### src/rtl/systolic_pkg.sv
// Shared constants, drain FSM state type and row-strobe helper for the systolic array,
// its operand feeder and the result drain controller.
package systolic_pkg;

   localparam int DIM = 5;
   localparam int DW  = 32;
   localparam int CW  = 8;
   localparam int RW  = $clog2(DIM);
   localparam int NPE = DIM * DIM;

   typedef enum logic [2:0] {
      IDLE,
      CLEAR,
      FEED,
      READ,
      WRITE,
      CAP,
      SEND,
      DONE
   } drain_state_t;

   // One bit per PE of row r; PE (r,c) sits at bit r*DIM + c.
   function automatic logic [NPE-1:0] row_mask(input logic [RW-1:0] r);
      logic [NPE-1:0] m;
      m = '0;
      for (int c = 0; c < DIM; c++) begin
         m[int'(r) * DIM + c] = 1'b1;
      end
      return m;
   endfunction

endpackage

### src/rtl/systolic_result_drain_if.sv
// Row-major result stream: one accumulator word per beat, tagged with its array coordinates.
interface systolic_result_drain_if;
   import systolic_pkg::*;

   logic [DW-1:0] m_data;
   logic [RW-1:0] m_row;
   logic [RW-1:0] m_col;
   logic          m_valid;
   logic          m_ready;
   logic          m_last;

   modport master (
      output m_data, m_row, m_col, m_valid, m_last,
      input  m_ready
   );

   modport slave (
      input  m_data, m_row, m_col, m_valid, m_last,
      output m_ready
   );

endinterface

### src/rtl/systolic_result_drain_row_buf.sv
// Holds one captured row of accumulators and selects a single column word from it.
module drain_row_buf
   import systolic_pkg::*;
(
   input  logic                clk,
   input  logic                clr_n,
   input  logic                load,
   input  logic [DIM*DW-1:0]   row_in,
   input  logic [RW-1:0]       sel,
   output logic [DW-1:0]       word_out
);

   logic [DIM*DW-1:0] row_q;
   logic [DIM*DW-1:0] row_d;

   always_comb begin
      row_d = row_q;
      if (load) begin
         row_d = row_in;
      end
   end

   always_ff @(posedge clk or negedge clr_n) begin
      if (!clr_n) begin
         row_q <= '0;
      end else begin
         row_q <= row_d;
      end
   end

   always_comb begin
      word_out = '0;
      for (int c = 0; c < DIM; c++) begin
         if (int'(sel) == c) begin
            word_out = row_q[c*DW +: DW];
         end
      end
   end

endmodule

### src/rtl/systolic_result_drain.sv
// Result drain controller: clears the array, waits out the operand wavefronts, then
// strobes, captures and streams each row of accumulators.
//
//   state | meaning
//   IDLE  | waiting for start
//   CLEAR | array accumulators cleared
//   FEED  | wait for k_len + 2*(DIM-1) wavefront cycles
//   READ  | read strobe on current row
//   WRITE | write strobe on current row
//   CAP   | res_in captured into row buffer
//   SEND  | stream DIM words of the current row
//   DONE  | job complete pulse
module systolic_result_drain
   import systolic_pkg::*;
(
   input  logic                         clk,
   input  logic                         clr_n,
   input  logic                         start,
   input  logic [CW-1:0]                k_len,
   output logic                         busy,
   output logic                         done,
   output logic [NPE-1:0]               arr_clr,
   output logic [NPE-1:0]               arr_read,
   output logic [NPE-1:0]               arr_write,
   input  logic [DIM*DW-1:0]            res_in,
   systolic_result_drain_if.master      m_if
);

   localparam logic [RW-1:0] LAST_IDX = RW'(DIM - 1);

   drain_state_t state_q, state_d;
   logic [CW:0]    wait_q, wait_d;
   logic [RW-1:0]  row_q, row_d;
   logic [RW-1:0]  col_q, col_d;
   logic           buf_load;
   logic [DW-1:0]  buf_word;

   logic           busy_q, busy_d;
   logic           done_q, done_d;
   logic [NPE-1:0] arr_clr_q, arr_clr_d;
   logic [NPE-1:0] arr_read_q, arr_read_d;
   logic [NPE-1:0] arr_write_q, arr_write_d;
   logic [DW-1:0]  m_data_q, m_data_d;
   logic [RW-1:0]  m_row_q, m_row_d;
   logic [RW-1:0]  m_col_q, m_col_d;
   logic           m_valid_q, m_valid_d;
   logic           m_last_q, m_last_d;

   drain_row_buf u_row_buf (
      .clk      (clk),
      .clr_n    (clr_n),
      .load     (buf_load),
      .row_in   (res_in),
      .sel      (col_d),
      .word_out (buf_word)
   );

   always_comb begin
      state_d  = state_q;
      wait_d   = wait_q;
      row_d    = row_q;
      col_d    = col_q;
      buf_load = 1'b0;

      case (state_q)
         IDLE: begin
            if (start) begin
               state_d = CLEAR;
               wait_d  = {1'b0, k_len} + (CW+1)'(2 * (DIM - 1));
               row_d   = '0;
               col_d   = '0;
            end
         end
         CLEAR: state_d = FEED;
         FEED: begin
            if (wait_q <= (CW+1)'(1)) begin
               state_d = READ;
            end else begin
               wait_d = wait_q - (CW+1)'(1);
            end
         end
         READ:  state_d = WRITE;
         WRITE: state_d = CAP;
         CAP: begin
            buf_load = 1'b1;
            col_d    = '0;
            state_d  = SEND;
         end
         SEND: begin
            if (m_valid_q && m_if.m_ready) begin
               if (col_q == LAST_IDX) begin
                  col_d = '0;
                  if (row_q == LAST_IDX) begin
                     state_d = DONE;
                  end else begin
                     row_d   = row_q + RW'(1);
                     state_d = READ;
                  end
               end else begin
                  col_d = col_q + RW'(1);
               end
            end
         end
         DONE:    state_d = IDLE;
         default: state_d = IDLE;
      endcase
   end

   // Outputs are registered from next-state values so they line up with the state they describe.
   always_comb begin
      busy_d      = (state_d != IDLE);
      done_d      = (state_d == DONE);
      arr_clr_d   = (state_d == CLEAR) ? '1 : '0;
      arr_read_d  = (state_d == READ)  ? row_mask(row_d) : '0;
      arr_write_d = (state_d == WRITE) ? row_mask(row_d) : '0;
      m_valid_d   = (state_d == SEND);
      m_row_d     = row_d;
      m_col_d     = col_d;
      m_last_d    = (state_d == SEND) && (row_d == LAST_IDX) && (col_d == LAST_IDX);
      m_data_d    = m_data_q;
      // The buffer loads on the CAP edge, so the first word bypasses it.
      if (state_q == CAP) begin
         m_data_d = res_in[DW-1:0];
      end else if (state_d == SEND) begin
         m_data_d = buf_word;
      end
   end

   always_ff @(posedge clk or negedge clr_n) begin
      if (!clr_n) begin
         state_q     <= IDLE;
         wait_q      <= '0;
         row_q       <= '0;
         col_q       <= '0;
         busy_q      <= 1'b0;
         done_q      <= 1'b0;
         arr_clr_q   <= '1;
         arr_read_q  <= '0;
         arr_write_q <= '0;
         m_data_q    <= '0;
         m_row_q     <= '0;
         m_col_q     <= '0;
         m_valid_q   <= 1'b0;
         m_last_q    <= 1'b0;
      end else begin
         state_q     <= state_d;
         wait_q      <= wait_d;
         row_q       <= row_d;
         col_q       <= col_d;
         busy_q      <= busy_d;
         done_q      <= done_d;
         arr_clr_q   <= arr_clr_d;
         arr_read_q  <= arr_read_d;
         arr_write_q <= arr_write_d;
         m_data_q    <= m_data_d;
         m_row_q     <= m_row_d;
         m_col_q     <= m_col_d;
         m_valid_q   <= m_valid_d;
         m_last_q    <= m_last_d;
      end
   end

   assign busy         = busy_q;
   assign done         = done_q;
   assign arr_clr      = arr_clr_q;
   assign arr_read     = arr_read_q;
   assign arr_write    = arr_write_q;
   assign m_if.m_data  = m_data_q;
   assign m_if.m_row   = m_row_q;
   assign m_if.m_col   = m_col_q;
   assign m_if.m_valid = m_valid_q;
   assign m_if.m_last  = m_last_q;

endmodule

### src/flat_wrapper.sv
// flat-port wrapper written by rule: the top's interface ports become plain ports
module systolic_result_drain_flat import systolic_pkg::*;
  (clk, clr_n, start, k_len, busy, done, arr_clr, arr_read, arr_write, res_in, m_if_m_data, m_if_m_row, m_if_m_col, m_if_m_valid, m_if_m_last, m_if_m_ready);
  systolic_result_drain_if m_if_i ();
  input  logic clk;
  input  logic clr_n;
  input  logic start;
  input  logic [CW-1:0] k_len;
  output logic busy;
  output logic done;
  output logic [NPE-1:0] arr_clr;
  output logic [NPE-1:0] arr_read;
  output logic [NPE-1:0] arr_write;
  input  logic [DIM*DW-1:0] res_in;
  output wire logic [$bits(m_if_i.m_data)-1:0] m_if_m_data;
  output wire logic [$bits(m_if_i.m_row)-1:0] m_if_m_row;
  output wire logic [$bits(m_if_i.m_col)-1:0] m_if_m_col;
  output wire logic [$bits(m_if_i.m_valid)-1:0] m_if_m_valid;
  output wire logic [$bits(m_if_i.m_last)-1:0] m_if_m_last;
  input wire logic [$bits(m_if_i.m_ready)-1:0] m_if_m_ready;
  assign m_if_m_data = m_if_i.m_data;
  assign m_if_m_row = m_if_i.m_row;
  assign m_if_m_col = m_if_i.m_col;
  assign m_if_m_valid = m_if_i.m_valid;
  assign m_if_m_last = m_if_i.m_last;
  assign m_if_i.m_ready = m_if_m_ready;
  systolic_result_drain u_core (.clk(clk), .clr_n(clr_n), .start(start), .k_len(k_len), .busy(busy), .done(done), .arr_clr(arr_clr), .arr_read(arr_read), .arr_write(arr_write), .res_in(res_in), .m_if(m_if_i));
endmodule
### config.mk
export PLATFORM = sky130hd
export DESIGN_NAME = systolic_result_drain_flat
export DESIGN_NICKNAME = d
export VERILOG_FILES = /design/src/rtl/systolic_pkg.sv /design/src/rtl/systolic_result_drain_if.sv /design/src/rtl/systolic_result_drain_row_buf.sv /design/src/rtl/systolic_result_drain.sv /design/src/flat_wrapper.sv
export SDC_FILE = /design/constraint.sdc
export NUM_CORES = 1
export LEC_CHECK = 0
export ABC_CLOCK_PERIOD_IN_PS = 9400
export BUFFER_PORTS_ARGS = -buffer_cell sky130_fd_sc_hd__buf_4
export CAP_MARGIN = 20
export CORE_MARGIN = 8
export CORE_UTILIZATION = 55
export DETAILED_ROUTE_END_ITERATION = 8
export GPL_ROUTABILITY_DRIVEN = 0
export PLACE_DENSITY = 0.8
export SYNTH_ARGS = -nofsm -noshare
export SYNTH_HDL_FRONTEND = slang
export SYNTH_SLANG_ARGS = --single-unit
### constraint.sdc
create_clock -name clk -period 9.4 [get_ports clk]
set_clock_uncertainty 0.1 [all_clocks]
set_input_delay 0.94 -clock clk [delete_from_list [all_inputs] [get_ports clk]]
set_output_delay 0.94 -clock clk [all_outputs]
set_load 0.01 [all_outputs]
-- After elaboration in Yosys (flattened, before gate mapping)
Index checks and enable logic that the tools add are counted.
- bits in latches: 0
- input port bits: 172
- bits in registers: 289
- memory bits (read-only): 0
- memories kept: 0
- output and inout bits: 117
- logic and storage cells: 112
- bits in writable memories: 0
- shift-type cells: 0
- multiply operators: 1
- muxes and demuxes: 39
- equal/unequal tests: 22
- bitwise logic cells: 4
- add/subtract/negate cells: 8
- $lt $le $gt $ge: 11
- reduce and logical (&&, ||, !) cells: 14
- div/mod/pow operators: 0
- operators by type and width (cell ; count):
    two-way mux 32 bit ; 7
    greater-or-equal comparator 32 x 1 -> 1 bit, second input constant ; 5
    < comparator 32 x 7 -> 1 bit, second input constant ; 5
    bitwise OR 25 bit ; 4
    two-way mux 25 bit ; 3
    adder 32 x 3 -> 32 bit, second input constant ; 2
    equality test 3 bit, second input constant ; 14
    two-way mux 3 bit ; 12
    adder 32 x 2 -> 32 bit, second input constant ; 1
    adder 32 x 4 -> 32 bit, second input constant ; 1
    demux 1 bit (select 5 bit) ; 5
    case mux 3 bit (8 select lines) ; 1
    two-way mux 9 bit ; 2
    case mux 9 bit (2 select lines) ; 1
    equality test 3 x 2 -> 1 bit, second input constant ; 4
    adder 8 x 4 -> 9 bit, second input constant ; 1
    less-or-equal comparator 9 x 1 -> 1 bit, second input constant ; 1
    case mux 3 bit (3 select lines) ; 1
    subtractor 9 x 1 -> 9 bit, second input constant ; 1
    logical AND 1 bit ; 8
    adder 3 x 1 -> 3 bit, second input constant ; 2
    equality test 3 x 1 -> 1 bit, second input constant ; 2
    logical NOT 3 bit ; 2
    multiplier 3 x 3 -> 6 bit, second input constant ; 1
    other kinds (6) ; 13

-- Logic depth before layout (Yosys ltp)
- depth in word-level cells: 16
- mapped depth: 23
- depth with buffers taken out: 18

-- Modules after synthesis
A second synthesis with hierarchy kept.
- cell total of the unflattened synthesis: 1322
- area, all modules: 14083.5 µm²
- modules (own cells, without submodules) (module ; cells an instance ; times used ; seq. area each (µm²) ; area an instance (µm²)):
    drain_row_buf ; 527 ; 1 ; 4003.8 ; 7236.9
    systolic_result_drain ; 795 ; 1 ; 2628.8 ; 6846.6

-- Least setup slack after synthesis
OpenSTA, ideal clock, no wires.
- kind: input port to flip-flop
- from: in m_if_m_ready
- to: reg u_core.arr_read_q[22], in the netlist u_core.arr_read[22]
- stages on the path: 19
- path buffers: 5
- data required time: 9210 ps
- library setup time: 90 ps
- setup slack: 4400 ps
- arrival time: 4810 ps
- path through: and4_1 buf_4 and3_1 mux2_2 inv_2 buf_2 ha_1 inv_1 a2111oi_2 a211oi_4 buf_6 ha_1 clkbuf_1 nor2_1 o22ai_1 and3_1 buf_2 or3_1 a41oi_1
- word-level cells in the longest chain between the ends: 14
- elaborated cells between the ends (all ways): 41
- ends and longest elaborated chain (element ; line ; RTL):
    start: declaration ; flat_wrapper.sv:20 ; input wire logic [$bits(m_if_i.m_ready)-1:0] m_if_m_ready;
    logical AND 1 bit * ; systolic_result_drain.sv:90 ; if (m_valid_q && m_if.m_ready) begin
    two-way mux 3 bit * ; systolic_result_drain.sv:90 ;
    case mux 3 bit (2 select lines) * ; systolic_result_drain.sv:65 ; case (state_q)
    net u_core.m_row_d[0] ; systolic_result_drain.sv:44 ; logic [RW-1:0] m_row_q, m_row_d;
    multiplier 3 x 3 -> 6 bit * ; systolic_pkg.sv:27 ; m[int'(r) * DIM + c] = 1'b1;
    adder 32 x 2 -> 32 bit ; systolic_pkg.sv:27 ;
    greater-or-equal comparator 32 x 1 -> 1 bit (implied by the code) / < comparator 32 x 7 -> 1 bit (equally long branches) ; systolic_pkg.sv:27 ;
    logical AND 1 bit (implied by the code) ; systolic_pkg.sv:27 ;
    two-way mux 1 bit (implied by the code) ; systolic_pkg.sv:27 ;
    demux 1 bit (select 5 bit) ; -- ;
    bitwise OR 25 bit (no line) (3 in a row) ; -- ;
    bitwise OR 25 bit (no line) * ; -- ;
    two-way mux 25 bit * ; systolic_result_drain.sv:114 ; arr_read_d = (state_d == READ) ? row_mask(row_d) : '0;
    net u_core.arr_read_d[22] ; systolic_result_drain.sv:41 ; logic [NPE-1:0] arr_read_q, arr_read_d;
    end signal: assignment ; systolic_result_drain.sv:153 ; arr_read_q <= arr_read_d;
    end: declaration ; systolic_result_drain.sv:41 ;
Mark *: on every way through the listed nets, which the timed path passes. The rest lies on a longest branch.
A chain may end at the register's enable or synchronous reset.

-- Final worst setup path
- from: reg u_core.state_q[1]
- to: reg u_core.arr_read_q[13], in the netlist u_core.arr_read[13]
- word-level cells in the longest chain between the ends: 13
- elaborated cells between the ends (all ways): 50
- ends and longest elaborated chain (element ; line ; RTL):
    start: declaration ; systolic_result_drain.sv:31 ; drain_state_t state_q, state_d;
    start signal: assignment ; systolic_result_drain.sv:146 ; state_q <= state_d;
    equality test 3 bit / logical NOT 3 bit (equally long branches) ; systolic_result_drain.sv:65 ;
    case mux 3 bit (2 select lines) ; systolic_result_drain.sv:65 ;
    multiplier 3 x 3 -> 6 bit ; systolic_pkg.sv:27 ;
    adder 32 x 2 -> 32 bit ; systolic_pkg.sv:27 ;
    greater-or-equal comparator 32 x 1 -> 1 bit (implied by the code) / < comparator 32 x 7 -> 1 bit (equally long branches) ; systolic_pkg.sv:27 ;
    logical AND 1 bit (implied by the code) ; systolic_pkg.sv:27 ;
    two-way mux 1 bit (implied by the code) ; systolic_pkg.sv:27 ;
    demux 1 bit (select 5 bit) ; -- ;
    bitwise OR 25 bit (no line) (4 in a row) ; -- ;
    two-way mux 25 bit * ; systolic_result_drain.sv:114 ;
    net u_core.arr_read_d[13] ; systolic_result_drain.sv:41 ;
Marked as above.

==> flow_summary_export.csv <==
group,metric,value,unit
finish,area_growth,23.3,%
cts,cts_resized,0,
synthesis,synthesis.area,0.0135,mm2
sta,finalCritPeriodShare,65.3,%
setup_path,cpMaxStageDelayCell,"dfrtp_1",
global_route,grt_pass1_vias,12500,
power,p_per_area,285,mW/mm2
routing,drtIter0Drc,1518,
global_route,overflow,0,
status,status,"completed",
synthesis,ys_types,71,
place,port_buffers,288,
setup_path,critPathCaptureType,"register",
sta,setup_tns,0,ns
routing,via_per_inst,5.79,
finish,nets,2022,
setup_path,path_depth,15,
synthesis,syn_area_per_cell,8.24,um2
floorplan,fp.coreArea,0.0242,mm2
setup_path,path_cells,"and3b_1, and3_1, mux2_2, inv_2, ha_1, inv_1, a2111oi_2, a211oi_4, ha_1, and3_1, a221oi_1, o21ai_0, a2bb2oi_1, o31a_1, nor2_1",
setup_path,cp-start-kind,"register",
sta,slew_headroom,29.0,%
power,p_sw,0.00170,W
global_route,grtUsageMet1,33.7,%
floorplan,die_h,172,um
routing,avgRoutedWirePerCell,18.4,um
synthesis,ys.flop_type,"dfrtp_1",
power,seqPwrFrac,40.7,%
sta,finalHoldViolations,0,
cts,cts_hold_buf,0,
finish,drive_gt1_share,20.7,%
floorplan,fp.dieArea,0.0298,mm2
power,finalPower,0.00473,W
cts,numCtsBuffers,28,
sta,setup_violations,0,
floorplan,rows,57,
sta,slew_viol_final,0,
routing,ant_nets,0,
setup_path,max_stage_delay,0.68,ns
floorplan,pin_count,289,
synthesis,ys_ff_latch,265,
cts,cts_root_buffer,"clkbuf_16",
sta,rsz0062_at_grt,"no",
setup_path,crit_type,"register to register",
cts,post_cts.repair.setup_buffers,0,
synthesis,syn_nets,1819,
setup_path,path_buf_inv,2,
setup_path,crit_arrival,6.44,ns
routing,vias,12600,
synthesis,postSynthCellCount,1634,
floorplan,start_util,55.7,%
sta,fmax,163,MHz
sta,worst_pin_slew,1.06,ns
setup_path,critPathTopFamily,"compound AO/OA/AOI/OAI gates",
setup_path,r2r_cells,15,
global_route,met2_usage,44.3,%
global_route,grt_usage,26.7,%
sta,period_minus_slack,6.13,ns
cts,clk_latency,0.54,ns
power,pwr-share-clk,25.2,%
setup_path,crit_fanout,21,
min_path,min_path_type,"input port to asynchronous set/reset pin",
cts,clk_path_buf_depth,3,
global_route,busiest_layer,"met2",
power,intPower,0.00303,W
routing,drc,0,
global_route,grt_max_degree,125,
synthesis,ys_warn_count,0,
place,dp_hpwl,27100,um
routing,wl,40200,um
floorplan,die_x,172,um
sta,holdWs,0.365,ns
global_route,grt.met3_usage,6.39,%
power,cellLeakagePower,8.35,nW
global_route,grt_pass1_wl,64200,um
run,drv_cap,0,
power,power_frac_comb,34.0,%
finish,fill_cells,1875,
cts,clk_pin_slew,0.06,ns
power,p_sw_share,36.0,%
cts,cts_tree,"done",
synthesis,synth_seq_area_share,49.2,%
cts,clock_sinks,265,
routing,firstDrtPassIters,8,
power,worst_ir_drop_vdd,0.149,mV
global_route,antenna_found_initial,2,
synthesis,synth_edf_count,0,
synthesis,ys_async_sr_fraction,100,%
cts,h-tree-depth,1,
setup_path,cp.required,9.70,ns
[power groups by stage]
stage	logic, W	clock network (W)	registers, W
2_1_floorplan	0.00108	0	0.00188
3_3_place_gp	0.00155	0	0.00192
4_1_cts	0.00162	0.00121	0.00192
3_5_place_dp	0.00161	0	0.00193
6_report	0.00161	0.00119	0.00193
5_1_grt	0.00182	0.00126	0.00198
[cell usage after synthesis, drive strengths merged, types with 13 or more instances]
cell type,count,share of area (%)
inv,21,0.60
a21oi,55,2.0
mux2i,35,2.6
nor2,127,3.7
a31oi,36,1.7
o2bb2ai,32,2.1
buf,50,2.4
clkbuf,82,2.3
o21ai,29,1.1
nand2,624,17
ha,13,1.2
dfrtp,264,49
a211oi,16,1.2
nand3,32,1.2
nor3,50,1.9
o22ai,49,2.3
[metal layers]
layer	wire length [um]	share of wire (%)	vias up
met5	13	0.032	-
met4	1610	4.0	2
met3	4030	10	185
met2	19100	47	694
met1	15500	38	5868
li1	-	-	5887
[cell usage in the layout, fill, tap and decap left out, types with 8 or more instances in the layout]
master,count
dfrtp_1,264
nor4_1,8
clkbuf_16,29
nand3_1,32
a211oi_1,11
a31oi_1,34
o2bb2ai_1,32
nor2_1,125
a21oi_1,55
ha_1,13
inv_1,18
o32ai_1,10
nor3_1,50
buf_4,303
clkbuf_8,9
o21ai_0,27
mux2i_1,35
o22ai_1,49
and3_1,12
nand2_1,624
[area by class of cell]
cell class	instances	area, um2	share of cell area, %
Clock inverter	11	158	0.949
Multi-Input combinational cell	1214	6160	37.1
Tap cell	324	405	2.44
Inverter	23	93.8	0.565
Timing Repair Buffer	305	2300	13.9
Clock buffer	41	861	5.18
Antenna cell	1	2.50	0.0151
Sequential cell	265	6630	39.9
[stage by stage]
stage	worst slack, ns	cells	util (%)	instance area [um2]
floorplan	4.40	1634	-	13500
global placement	3.36	2130	64.4	15600
detailed placement	3.22	2130	64.4	15600
CTS	3.48	2182	68.6	16600
global route	2.85	2184	68.7	16600
finish	3.27	2184	68.7	16600
[worst paths after layout]
| path | startpoint | endpoint | slack, ns |
|---|---|---|---|
| hold / removal | clr_n | u_core.wait_q[5] | 0.36 |
| hold reg to reg | u_core.u_row_buf.row_q[159] | u_core.u_row_buf.row_q[159] | 0.37 |
| min in group clk | u_core.u_row_buf.row_q[159] | u_core.u_row_buf.row_q[159] | 0.37 |
| setup reg to reg | u_core.state_q[1] | u_core.arr_read[13] | 3.27 |
| setup / recovery | u_core.state_q[1] | u_core.arr_read[13] | 3.27 |
| max in group asynchronous | clr_n | u_core.u_row_buf.row_q[14] | 7.31 |
[flip-flops by register name, indices dropped and copies added (netlist names)]
| signal | count |
|---|---|
| u_core.busy | 1 |
| u_core.m_if.m_last | 1 |
| u_core.u_row_buf.row_q | 160 |
| u_core.done | 1 |
| u_core.arr_read | 25 |
| u_core.m_if.m_valid | 1 |
| u_core.m_if.m_data | 32 |
| u_core.arr_write | 25 |
| u_core.wait_q | 9 |
| u_core.col_q | 3 |
| u_core.state_q | 3 |
| u_core.row_q | 3 |
| u_core.arr_clr | 1 |
[cells by family (layout without fill, tap and decap cells)]
family / after synthesis / count (layout) / synth area share, %
adders and majority gates: 13 / 13 / 1.21
buffers and inverters: 155 / 380 / 5.37
AOI/OAI and AO/OA: 264 / 264 / 13.6
other: 0 / 1 / 0
and+or+nand+nor: 889 / 889 / 26.9
xor gates and xnor gates: 10 / 10 / 0.762
DFF: 265 / 265 / 49.2
muxes: 38 / 38 / 2.85
(Power assumes the default switching activity.)
